--- src/rtl/cfg_frame_sequencer_pkg.sv ---
// Shared constants and state encoding for the configuration frame sequencer.
package cfg_seq_pkg;

  localparam int NUM_COLS        = 4;
  localparam int WORD_W          = 32;
  localparam int CHAIN_BITS      = 16;
  localparam int CNT_W           = 16;
  localparam int SHIFTS_PER_WORD = WORD_W / NUM_COLS;
  localparam int WORDS_PER_FRAME = CHAIN_BITS / SHIFTS_PER_WORD;
  localparam int SUB_W           = $clog2(SHIFTS_PER_WORD + 1);

  typedef enum logic [2:0] {
    ST_IDLE,
    ST_LOAD,
    ST_SHIFT,
    ST_SET,
    ST_DONE
  } seq_state_e;

endpackage

--- src/rtl/cfg_frame_sequencer_if.sv ---
// Config word handshake between the wishbone front end (master) and the sequencer (slave).
interface cfg_frame_sequencer_if;
  import cfg_seq_pkg::*;

  logic              word_valid;
  logic              word_ready;
  logic [WORD_W-1:0] word_data;

  modport master (output word_valid, output word_data, input word_ready);
  modport slave  (input word_valid, input word_data, output word_ready);

endinterface

--- src/rtl/cfg_frame_sequencer_serializer.sv ---
// Word serializer: shifts a config word out NUM_COLS bits at a time, LSB first.
// With CFG_PREFETCH_EN a one-word holding buffer lets the next word follow without a gap.
module cfg_word_serializer
  import cfg_seq_pkg::*;
(
  input  logic                wb_clk_i,
  input  logic                wb_rst_i,
  input  logic                clear,
  input  logic                load,
  input  logic                advance,
`ifdef CFG_PREFETCH_EN
  input  logic                push,
  output logic                buf_empty,
`endif
  input  logic [WORD_W-1:0]   data,
  output logic                empty,
  output logic [NUM_COLS-1:0] bits
);

  logic [WORD_W-1:0] sreg_q, sreg_d;
  logic [SUB_W-1:0]  sub_cnt_q, sub_cnt_d;
  logic              last_bits;

  assign last_bits = (sub_cnt_q <= SUB_W'(1));
  assign bits      = sreg_q[NUM_COLS-1:0];

`ifdef CFG_PREFETCH_EN
  logic [WORD_W-1:0] buf_q, buf_d;
  logic              buf_full_q, buf_full_d;

  assign buf_empty = !buf_full_q;
  // Empty means nothing is left to shift after the current advance.
  assign empty     = last_bits && !buf_full_q && !push;
`else
  assign empty     = last_bits;
`endif

  always_comb begin
    sreg_d    = sreg_q;
    sub_cnt_d = sub_cnt_q;
`ifdef CFG_PREFETCH_EN
    buf_d      = buf_q;
    buf_full_d = buf_full_q;
`endif
    if (clear) begin
      sreg_d    = '0;
      sub_cnt_d = '0;
`ifdef CFG_PREFETCH_EN
      buf_d      = '0;
      buf_full_d = 1'b0;
`endif
    end else if (load) begin
      sreg_d    = data;
      sub_cnt_d = SUB_W'(SHIFTS_PER_WORD);
    end else if (advance) begin
      sreg_d    = sreg_q >> NUM_COLS;
      sub_cnt_d = sub_cnt_q - SUB_W'(1);
`ifdef CFG_PREFETCH_EN
      if (sub_cnt_q == SUB_W'(1)) begin
        if (buf_full_q) begin
          sreg_d     = buf_q;
          sub_cnt_d  = SUB_W'(SHIFTS_PER_WORD);
          buf_full_d = 1'b0;
        end else if (push) begin
          sreg_d    = data;
          sub_cnt_d = SUB_W'(SHIFTS_PER_WORD);
        end
      end else if (push) begin
        buf_d      = data;
        buf_full_d = 1'b1;
      end
`endif
    end
  end

  always_ff @(posedge wb_clk_i) begin
    if (wb_rst_i) begin
      sreg_q    <= '0;
      sub_cnt_q <= '0;
`ifdef CFG_PREFETCH_EN
      buf_q      <= '0;
      buf_full_q <= 1'b0;
`endif
    end else begin
      sreg_q    <= sreg_d;
      sub_cnt_q <= sub_cnt_d;
`ifdef CFG_PREFETCH_EN
      buf_q      <= buf_d;
      buf_full_q <= buf_full_d;
`endif
    end
  end

endmodule

--- src/rtl/cfg_frame_sequencer.sv ---
// Config frame sequencer: streams words into the column shift chains, then pulses set.
// Optional CFG_PREFETCH_EN adds a holding buffer for gapless shifting across words.
//
//   state    | meaning
//   ST_IDLE  | waiting for start
//   ST_LOAD  | word_ready high, waiting for a config word
//   ST_SHIFT | cen high, one NUM_COLS-bit slice per cycle
//   ST_SET   | one-cycle set pulse on masked columns
//   ST_DONE  | one-cycle done pulse
module cfg_frame_sequencer
  import cfg_seq_pkg::*;
(
  input  logic                 wb_clk_i,
  input  logic                 wb_rst_i,
  input  logic                 start,
  input  logic                 abort,
  input  logic [NUM_COLS-1:0]  col_mask,
  cfg_frame_sequencer_if.slave word_if,
  output logic                 cen,
  output logic [NUM_COLS-1:0]  shift_out,
  output logic [NUM_COLS-1:0]  set_out,
  output logic                 busy,
  output logic                 done,
  output logic [CNT_W-1:0]     shifts_left
);

  seq_state_e          state_q, state_d;
  logic [NUM_COLS-1:0] mask_q, mask_d;
  logic [CNT_W-1:0]    shifts_left_q, shifts_left_d;
  logic                xfer, ser_load, ser_advance, ser_clear, ser_empty;
  logic [NUM_COLS-1:0] ser_bits;

`ifdef CFG_PREFETCH_EN
  logic             ser_push, ser_buf_empty;
  logic [CNT_W-1:0] words_left_q, words_left_d;

  // Words never get accepted beyond what the frame still needs.
  assign word_if.word_ready = !abort &&
                              ((state_q == ST_LOAD) ||
                               (state_q == ST_SHIFT && ser_buf_empty && words_left_q != '0));
  assign ser_push = xfer && (state_q == ST_SHIFT);
`else
  assign word_if.word_ready = !abort && (state_q == ST_LOAD);
`endif

  assign xfer        = word_if.word_valid && word_if.word_ready;
  assign ser_load    = xfer && (state_q == ST_LOAD);
  assign ser_advance = (state_q == ST_SHIFT) && !abort;
  assign ser_clear   = abort || (state_q == ST_SET);
  assign busy        = (state_q != ST_IDLE);
  assign shifts_left = shifts_left_q;

  cfg_word_serializer u_ser (
    .wb_clk_i  (wb_clk_i),
    .wb_rst_i  (wb_rst_i),
    .clear     (ser_clear),
    .load      (ser_load),
    .advance   (ser_advance),
`ifdef CFG_PREFETCH_EN
    .push      (ser_push),
    .buf_empty (ser_buf_empty),
`endif
    .data      (word_if.word_data),
    .empty     (ser_empty),
    .bits      (ser_bits)
  );

  always_comb begin
    state_d       = state_q;
    mask_d        = mask_q;
    shifts_left_d = shifts_left_q;
    cen           = 1'b0;
    shift_out     = '0;
    set_out       = '0;
    done          = 1'b0;
    unique case (state_q)
      ST_IDLE: begin
        if (start) begin
          state_d       = ST_LOAD;
          mask_d        = col_mask;
          shifts_left_d = CNT_W'(CHAIN_BITS);
        end
      end
      ST_LOAD: begin
        if (xfer) state_d = ST_SHIFT;
      end
      ST_SHIFT: begin
        cen           = 1'b1;
        shift_out     = ser_bits & mask_q;
        shifts_left_d = shifts_left_q - CNT_W'(1);
        if (shifts_left_q == CNT_W'(1)) state_d = ST_SET;
        else if (ser_empty)             state_d = ST_LOAD;
      end
      ST_SET: begin
        set_out = mask_q;
        state_d = ST_DONE;
      end
      ST_DONE: begin
        done    = 1'b1;
        state_d = ST_IDLE;
      end
      default: state_d = ST_IDLE;
    endcase
    // Abort overrides everything, including a pending set pulse.
    if (abort) begin
      state_d       = ST_IDLE;
      shifts_left_d = '0;
      cen           = 1'b0;
      shift_out     = '0;
      set_out       = '0;
      done          = 1'b0;
    end
  end

`ifdef CFG_PREFETCH_EN
  always_comb begin
    words_left_d = words_left_q;
    if (state_q == ST_IDLE && start)  words_left_d = CNT_W'(WORDS_PER_FRAME);
    else if (xfer)                    words_left_d = words_left_q - CNT_W'(1);
    if (abort)                        words_left_d = '0;
  end

  always_ff @(posedge wb_clk_i) begin
    if (wb_rst_i) words_left_q <= '0;
    else          words_left_q <= words_left_d;
  end
`endif

  always_ff @(posedge wb_clk_i) begin
    if (wb_rst_i) begin
      state_q       <= ST_IDLE;
      mask_q        <= '0;
      shifts_left_q <= '0;
    end else begin
      state_q       <= state_d;
      mask_q        <= mask_d;
      shifts_left_q <= shifts_left_d;
    end
  end

endmodule

--- src/flat_wrapper.sv ---
// flat-port wrapper written by rule: the top's interface ports become plain ports
module cfg_frame_sequencer_flat import cfg_seq_pkg::*;
  (wb_clk_i, wb_rst_i, start, abort, col_mask, cen, shift_out, set_out, busy, done, shifts_left, word_if_word_valid, word_if_word_data, word_if_word_ready);
  cfg_frame_sequencer_if word_if_i ();
  input  logic wb_clk_i;
  input  logic wb_rst_i;
  input  logic start;
  input  logic abort;
  input  logic [NUM_COLS-1:0] col_mask;
  output logic cen;
  output logic [NUM_COLS-1:0] shift_out;
  output logic [NUM_COLS-1:0] set_out;
  output logic busy;
  output logic done;
  output logic [CNT_W-1:0] shifts_left;
  input wire logic [$bits(word_if_i.word_valid)-1:0] word_if_word_valid;
  input wire logic [$bits(word_if_i.word_data)-1:0] word_if_word_data;
  output wire logic [$bits(word_if_i.word_ready)-1:0] word_if_word_ready;
  assign word_if_i.word_valid = word_if_word_valid;
  assign word_if_i.word_data = word_if_word_data;
  assign word_if_word_ready = word_if_i.word_ready;
  cfg_frame_sequencer u_core (.wb_clk_i(wb_clk_i), .wb_rst_i(wb_rst_i), .start(start), .abort(abort), .col_mask(col_mask), .word_if(word_if_i), .cen(cen), .shift_out(shift_out), .set_out(set_out), .busy(busy), .done(done), .shifts_left(shifts_left));
endmodule
--- config.mk ---
export PLATFORM = sky130hd
export DESIGN_NAME = cfg_frame_sequencer_flat
export DESIGN_NICKNAME = d
export VERILOG_FILES = /design/src/rtl/cfg_frame_sequencer_pkg.sv /design/src/rtl/cfg_frame_sequencer_if.sv /design/src/rtl/cfg_frame_sequencer_serializer.sv /design/src/rtl/cfg_frame_sequencer.sv /design/src/flat_wrapper.sv
export SDC_FILE = /design/constraint.sdc
export NUM_CORES = 1
export LEC_CHECK = 0
export CAP_MARGIN = 10
export CELL_PAD_IN_SITES_DETAIL_PLACEMENT = 1
export CELL_PAD_IN_SITES_GLOBAL_PLACEMENT = 1
export CORE_ASPECT_RATIO = 1.75
export CORE_MARGIN = 2
export CORE_UTILIZATION = 39
export CTS_CLUSTER_SIZE = 14
export DETAILED_ROUTE_END_ITERATION = 10
export PLACE_DENSITY = 0.95
export RECOVER_POWER = 50
export SLEW_MARGIN = 0
export SYNTH_ARGS = -nofsm -noshare
export SYNTH_HDL_FRONTEND = slang
export SYNTH_SLANG_ARGS = --single-unit
--- constraint.sdc ---
create_clock -name wb_clk_i -period 5.7 [get_ports wb_clk_i]
set_input_delay 0.57 -clock wb_clk_i [delete_from_list [all_inputs] [get_ports wb_clk_i]]
set_output_delay 0.57 -clock wb_clk_i [all_outputs]
set_load 0.05 [all_outputs]
==> reports/metrics.cfg, run 1 <==
[status]
status=finished, final reports clean

[sta]
maxSlewHeadroom_pct=31.5
tightestPinTransition_ns=1.03
setup_viol=0
hold_ws_ns=0.455
fin_crit_ns=3.47
rsz0062_at_grt=no
finalHoldViolCount=0
setup_slack_ns=2.23
skew_ns=0.00399
finalCritPeriodShare_pct=60.8
fmaxAchievable_mhz=288
drv_slew=0
tns_ns=0

[cts]
clock_latency_ns=0.32
postCtsSetupRepairBufs=0
clkSinkCount=59
clk_pin_slew_worst_paths_ns=0.05
cts_tree=yes
numCtsBuffers=9
cts_hold_buf=0
clock_path_buffers=2
cts_root_buf=clkbuf_16
htreeDepth=3
cts_resized=0

[floorplanning]
dieArea_um2=7620
rows=40
core_um2=6760
fp.dieW_um=66.9
start_util_pct=39.9
ios=69
die_h_um=114

[logic_synthesis]
async_flop_share_pct=0
synth_top_family_by_area=simple AND/OR/NAND/NOR gates
syn_area_per_cell_um2=8.78
synthFlopType=dfxtp_1
synth_warnings=0
ys_types=44
synth_fa_ha_area_share_pct=1.86
synth_edf_count=0
synth_area_leaders=dfxtp_1 44%, a21oi_1 5.9%, a22oi_1 5.6%
synth_compound_area_share_pct=18.8
seq_area_frac_synth_pct=43.8
ys_ff_latch=59
synthMuxAreaShare_pct=4.83
synth_area_um2=2700
yosys.area.top_type=dfxtp_1
synth_top_cell_area_share_pct=43.8
syn_nets=352
netlist_instances=307
synth-simple-area-share_pct=24.1
synth_xor_area_share_pct=1.95

[routing]
avgRoutedWirePerCell_um=18.1
firstDrtPassIters=4
ant_nets=0
dr.first_iter.drc_count=83
via_count=2584
drt-total-wl_um=8280
drc=0
routed_via_density=5.67

[layout]
final_cell_area_um2=3690
antenna_cells=0
mostFrequentLayoutCells=59 x dfxtp_1, 49 x clkdlybuf4s50_1, 33 x nand2_1
num-nets-final=413
area_growth_pct=36.8
final_common_cell=dfxtp_1
layout-drive-gt1-share_pct=6.99
stdcell_count=456

[critical_path]
cp_cell_sequence=dlygate4sd3_1, nor4b_4, buf_4, and3_1, clkdlybuf4s50_1
max_stage_delay_ns=0.82
arrival_ns=2.90
end_kind=primary output
required_ns=5.13
worstPathMaxFanout=22
setup.worst_path.class=in -> out
path_buf_inv=3
crit_slowest_cell=clkdlybuf4s50_1
cpLargestDelayFamily=buffers and inverters
startpoint_type=input pin

[placement]
dp_cells=441
postPlaceCellArea_um2=3420
hpwl_um=5660
io_buffers=68
gp_congestion=0.817
dpl_worst_slack_ns=2.36

[global_route]
grt_pass1_vias=2800
grt_pass1_wl_um=13300
grt_overflow=0
grt_antenna_before_repair=0
grt_max_degree=37
track_usage_pct=23.4

[flow_run]
drv_cap=0

[pwr]
powerDensity_nw_per_um2=284
leakagePower_uw=0.00133
irDropWorstVdd_mv=0.178

[hold_path]
hp-class=reg -> reg

-- cell families after synthesis --
family,Yosys count
and+or+nand+nor,120
DFF,59
buffers and inverters,27
AOI/OAI and AO/OA,78
muxes,13
xor gates and xnor gates,6
adders and majority gates,4
-- stage by stage --
step	util [%]	total power [µW]
CTS	54.7	1060
global route	54.6	1080
global placement	50.6	549
finish	54.6	1050
floorplan	-	504
detailed placement	50.6	553
-- layout make-up --
class                           instances  area [µm²]
Multi-Input combinational cell        221        1390
Clock inverter                          2        10.0
Tap cell                               84         105
Inverter                                4        15.0
Fill cell                             781        3070
Timing Repair Buffer                   73         714
Sequential cell                        59        1180
Clock buffer                           13         270
-- sequential cells by signal, indices dropped and copies added (netlist names) --
name                    count
u_core.u_ser.sub_cnt_q      4
u_core.mask_q               4
u_core.u_ser.sreg_q        32
u_core.state_q              3
u_core.shifts_left         16
-- per-layer routing --
metal | track usage, % | routed length, µm | up-vias
met4 | 12.9 | 283 | 0
met3 | 4.73 | 295 | 18
li1 | - | - | 1234
met5 | 0 | 0 | -
met2 | 43.9 | 4630 | 83
met1 | 22.9 | 3070 | 1249
-- where the power goes --
part	total (µW)	internal, µW	leakage (µW)	switching (µW)
Sequential	431	421	0.000477	9.35
Clock	504	325	0.000141	179
Combinational	112	52.0	0.000716	60.0
Total	1050	798	0.00133	248
-- tightest hold or removal path, delay by kind of cell (launching register included) --
family | cells | cell delay [ns]
AOI/OAI and AO/OA | 1 | 0.05
and+or+nand+nor | 1 | 0.05
DFF | 1 | 0.30
-- worst paths after layout --
check | start | end | slack (ns) | cells past startpoint
worst min-delay path | u_core.u_ser.sreg_q[24] | u_core.u_ser.sreg_q[24] | 0.46 | 2
worst max-delay path | abort | shift_out[1] | 2.23 | 5
worst max register to register | u_core.state_q[0] | u_core.u_ser.sreg_q[14] | 3.01 | 4
worst min register to register | u_core.u_ser.sreg_q[24] | u_core.u_ser.sreg_q[24] | 0.46 | 2
-- synth_stat cells (4+ instances only) --
master     n
buf_2      7
and2_1     5
or4_1      7
a211oi_1   9
ha_1       4
and3_1     5
a21oi_1   32
mux2i_1   13
nand3b_1   6
nor3_1     8
nand2_1   33
a22oi_1   20
xor2_1     4
clkbuf_1  14
nor2_1    27
dfxtp_1   59
o31ai_1    4
inv_1      4
Note: power is estimated with default switching activity, not from simulation.
==> run 2, diff against run 1 <==
--- a/config.mk
+++ b/config.mk
@@ -10,10 +10,10 @@
 export CELL_PAD_IN_SITES_GLOBAL_PLACEMENT = 1
 export CORE_ASPECT_RATIO = 1.75
 export CORE_MARGIN = 2
-export CORE_UTILIZATION = 39
+export CORE_UTILIZATION = 32
 export CTS_CLUSTER_SIZE = 14
 export DETAILED_ROUTE_END_ITERATION = 10
-export PLACE_DENSITY = 0.95
+export PLACE_DENSITY = 0.85
 export RECOVER_POWER = 50
 export SLEW_MARGIN = 0
 export SYNTH_ARGS = -nofsm -noshare
==> constraint.sdc (replaced) <==
create_clock -name wb_clk_i -period 2.9 [get_ports wb_clk_i]
set_input_delay 0.29 -clock wb_clk_i [delete_from_list [all_inputs] [get_ports wb_clk_i]]
set_output_delay 0.29 -clock wb_clk_i [all_outputs]
set_load 0.05 [all_outputs]
==> run 2 against run 1 <==
  * Combinational power up 100%
  * Largest cell class unchanged
  * Hold slack worse by 0.00082 ns
  * Via count down 0.43%
  * Routed wire length down 6.6%
  * First-iteration DRC count down 29%
  * Flip-flop and latch count unchanged
  * Critical endpoint is now set_out[1]
==> reports/metrics.cfg, run 2 (synthesized netlist as in run 1, its figures left out) <==
[status]
status=finished, final reports clean  ; unchanged

[sta]
fin_crit_ns=2.60
drv_slew=0  ; unchanged
setup_viol=0  ; unchanged
maxSlewHeadroom_pct=60.4  ; was 31.5%
finalHoldViolCount=0  ; unchanged
tightestPinTransition_ns=0.589  ; was 1.03 ns
setup_slack_ns=0.296  ; was 2.23 ns
tns_ns=0  ; unchanged
skew_ns=0.0112  ; was 0.00399 ns
fmaxAchievable_mhz=384
finalCritPeriodShare_pct=89.8
rsz0062_at_grt=no  ; unchanged

[global_route]
gr-usage-met3_pct=3.87  ; was 4.73%
grt_overflow=0  ; unchanged
grt_max_degree=43  ; was 37
grt_pass1_vias=2617  ; was 2800
grtUsageMet2_pct=31.1  ; was 43.9%
track_usage_pct=18.1  ; was 23.4%
grt_pass1_wl_um=12800  ; was 13300 µm
gr-usage-met1_pct=19.8  ; was 22.9%
busiest_layer=met2  ; unchanged
grt_antenna_before_repair=0  ; unchanged

[critical_path]
setup.worst_path.class=reg -> out  ; was in -> out
cp_cell_sequence=nand3b_1, nor2_1, and2_1, clkdlybuf4s50_1  ; was dlygate4sd3_1, nor4b_4, buf_4, and3_1, clkdlybuf4s50_1
cpLargestDelayFamily=buffers and inverters  ; unchanged
startpoint_type=flop  ; was input pin
end_kind=primary output  ; unchanged
crit_slowest_cell=clkdlybuf4s50_1  ; unchanged
max_stage_delay_ns=0.80  ; was 0.82 ns
required_ns=2.61  ; was 5.13 ns
path_buf_inv=1  ; was 3
arrival_ns=2.31  ; was 2.90 ns
worstPathMaxFanout=12  ; was 22

[floorplanning]
fp.dieW_um=73.4  ; was 66.9 µm
core_um2=8260  ; was 6760 µm²
ios=69  ; unchanged
rows=44  ; was 40
die_h_um=125  ; was 114 µm
start_util_pct=32.7  ; was 39.9%
dieArea_um2=9210  ; was 7620 µm²

[routing]
dr.first_iter.drc_count=59  ; was 83
drt-total-wl_um=7730  ; was 8280 µm
routed_via_density=5.51  ; was 5.67
avgRoutedWirePerCell_um=16.5  ; was 18.1 µm
via_count=2573  ; was 2584
firstDrtPassIters=4  ; unchanged
ant_nets=0  ; unchanged
drc=0  ; unchanged

[pwr]
irDropWorstVdd_mv=0.370  ; was 0.178 mV
finalPower_uw=2340  ; was 1050 µW
powerDensity_nw_per_um2=607  ; was 284 nW/µm²
leakagePower_uw=0.00140  ; was 0.00133 µW

[cts]
cts_hold_buf=0  ; unchanged
postCtsSetupRepairBufs=0  ; unchanged
clk_pin_slew_worst_paths_ns=0.05  ; about the same
cts_resized=0  ; unchanged
clock_path_buffers=2  ; unchanged
clkSinkCount=59  ; unchanged
htreeDepth=3  ; unchanged
cts_root_buf=clkbuf_16  ; unchanged
cts_tree=yes  ; unchanged
numCtsBuffers=9  ; unchanged
clock_latency_ns=0.33  ; was 0.32 ns

[placement]
dp_cells=451  ; was 441
hpwl_um=5660  ; about the same
io_buffers=68  ; unchanged
gp_congestion=0.878  ; was 0.817
dpl_worst_slack_ns=0.453  ; was 2.36 ns

[flow_run]
drv_cap=0  ; unchanged

[layout]
antenna_cells=0  ; unchanged
num-nets-final=415  ; was 413
area_growth_pct=43.1  ; was 36.8%
final_common_cell=dfxtp_1  ; unchanged
layout-drive-gt1-share_pct=9.60  ; was 6.99%
regMostFlops=u_core.u_ser.sreg_q  ; unchanged
stdcell_count=467  ; was 456
mostFrequentLayoutCells=59 x dfxtp_1, 46 x clkdlybuf4s50_1, 33 x nand2_1  ; was 59 x dfxtp_1, 49 x clkdlybuf4s50_1, 33 x nand2_1
largest_reg_flops=32  ; unchanged

[hold_path]
hp-class=reg -> reg  ; unchanged

[run 2: cell count changes in the layout (fill, tap and decap cells not counted), moves of 2 or more]
cell / change
clkdlybuf4s50_1: -3
dlygate4sd3_1: -2
bufinv_16: +3
buf_12: +6
[run 2: final timing paths]
path / cells past startpoint / slack, ns / end / startpoint
max: 4 / 0.30 / set_out[1] / u_core.state_q[0]
min: 2 / 0.45 / u_core.u_ser.sreg_q[25] / u_core.u_ser.sreg_q[25]
max reg2reg: 4 / 0.72 / u_core.shifts_left[15] / u_core.shifts_left[3]
min reg2reg: 2 / 0.45 / u_core.u_ser.sreg_q[25] / u_core.u_ser.sreg_q[25]
[run 2: cell type report]
class                           count  area [µm²]
Multi-Input combinational cell    221        1400
Clock buffer                       12         267
Clock inverter                      4        95.1
Tap cell                           92         115
Inverter                            4        15.0
Timing Repair Buffer               75         786
Fill cell                         962        4400
Sequential cell                    59        1180
[run 2: worst register-to-register path, stage by stage (launching register included)]
cell	delay [ns]
dfxtp_1	0.40
or4_1	0.62
or2_0	0.39
or4_1	0.55
a21oi_1	0.15
[run 2: metrics by stage]
stage               area (µm²)  hold slack, ns  utilization [%]
floorplan                 2700           0.362                -
global placement          3520           0.443             42.7
detailed placement        3520           0.448             42.7
CTS                       3890           0.455             47.1
global route              3860           0.474             46.7
finish                    3860           0.454             46.7
[run 2: routing by layer]
layer	wire length [µm]	vias up
met1	2960	1235
met5	0	-
met3	269	20
met2	4130	81
met4	368	0
li1	-	1237
[run 2: where the power goes]
| group | switching (µW) | internal (µW) |
|---|---|---|
| registers | 18.6 | 827 |
| logic | 122 | 104 |
| clock network | 362 | 907 |
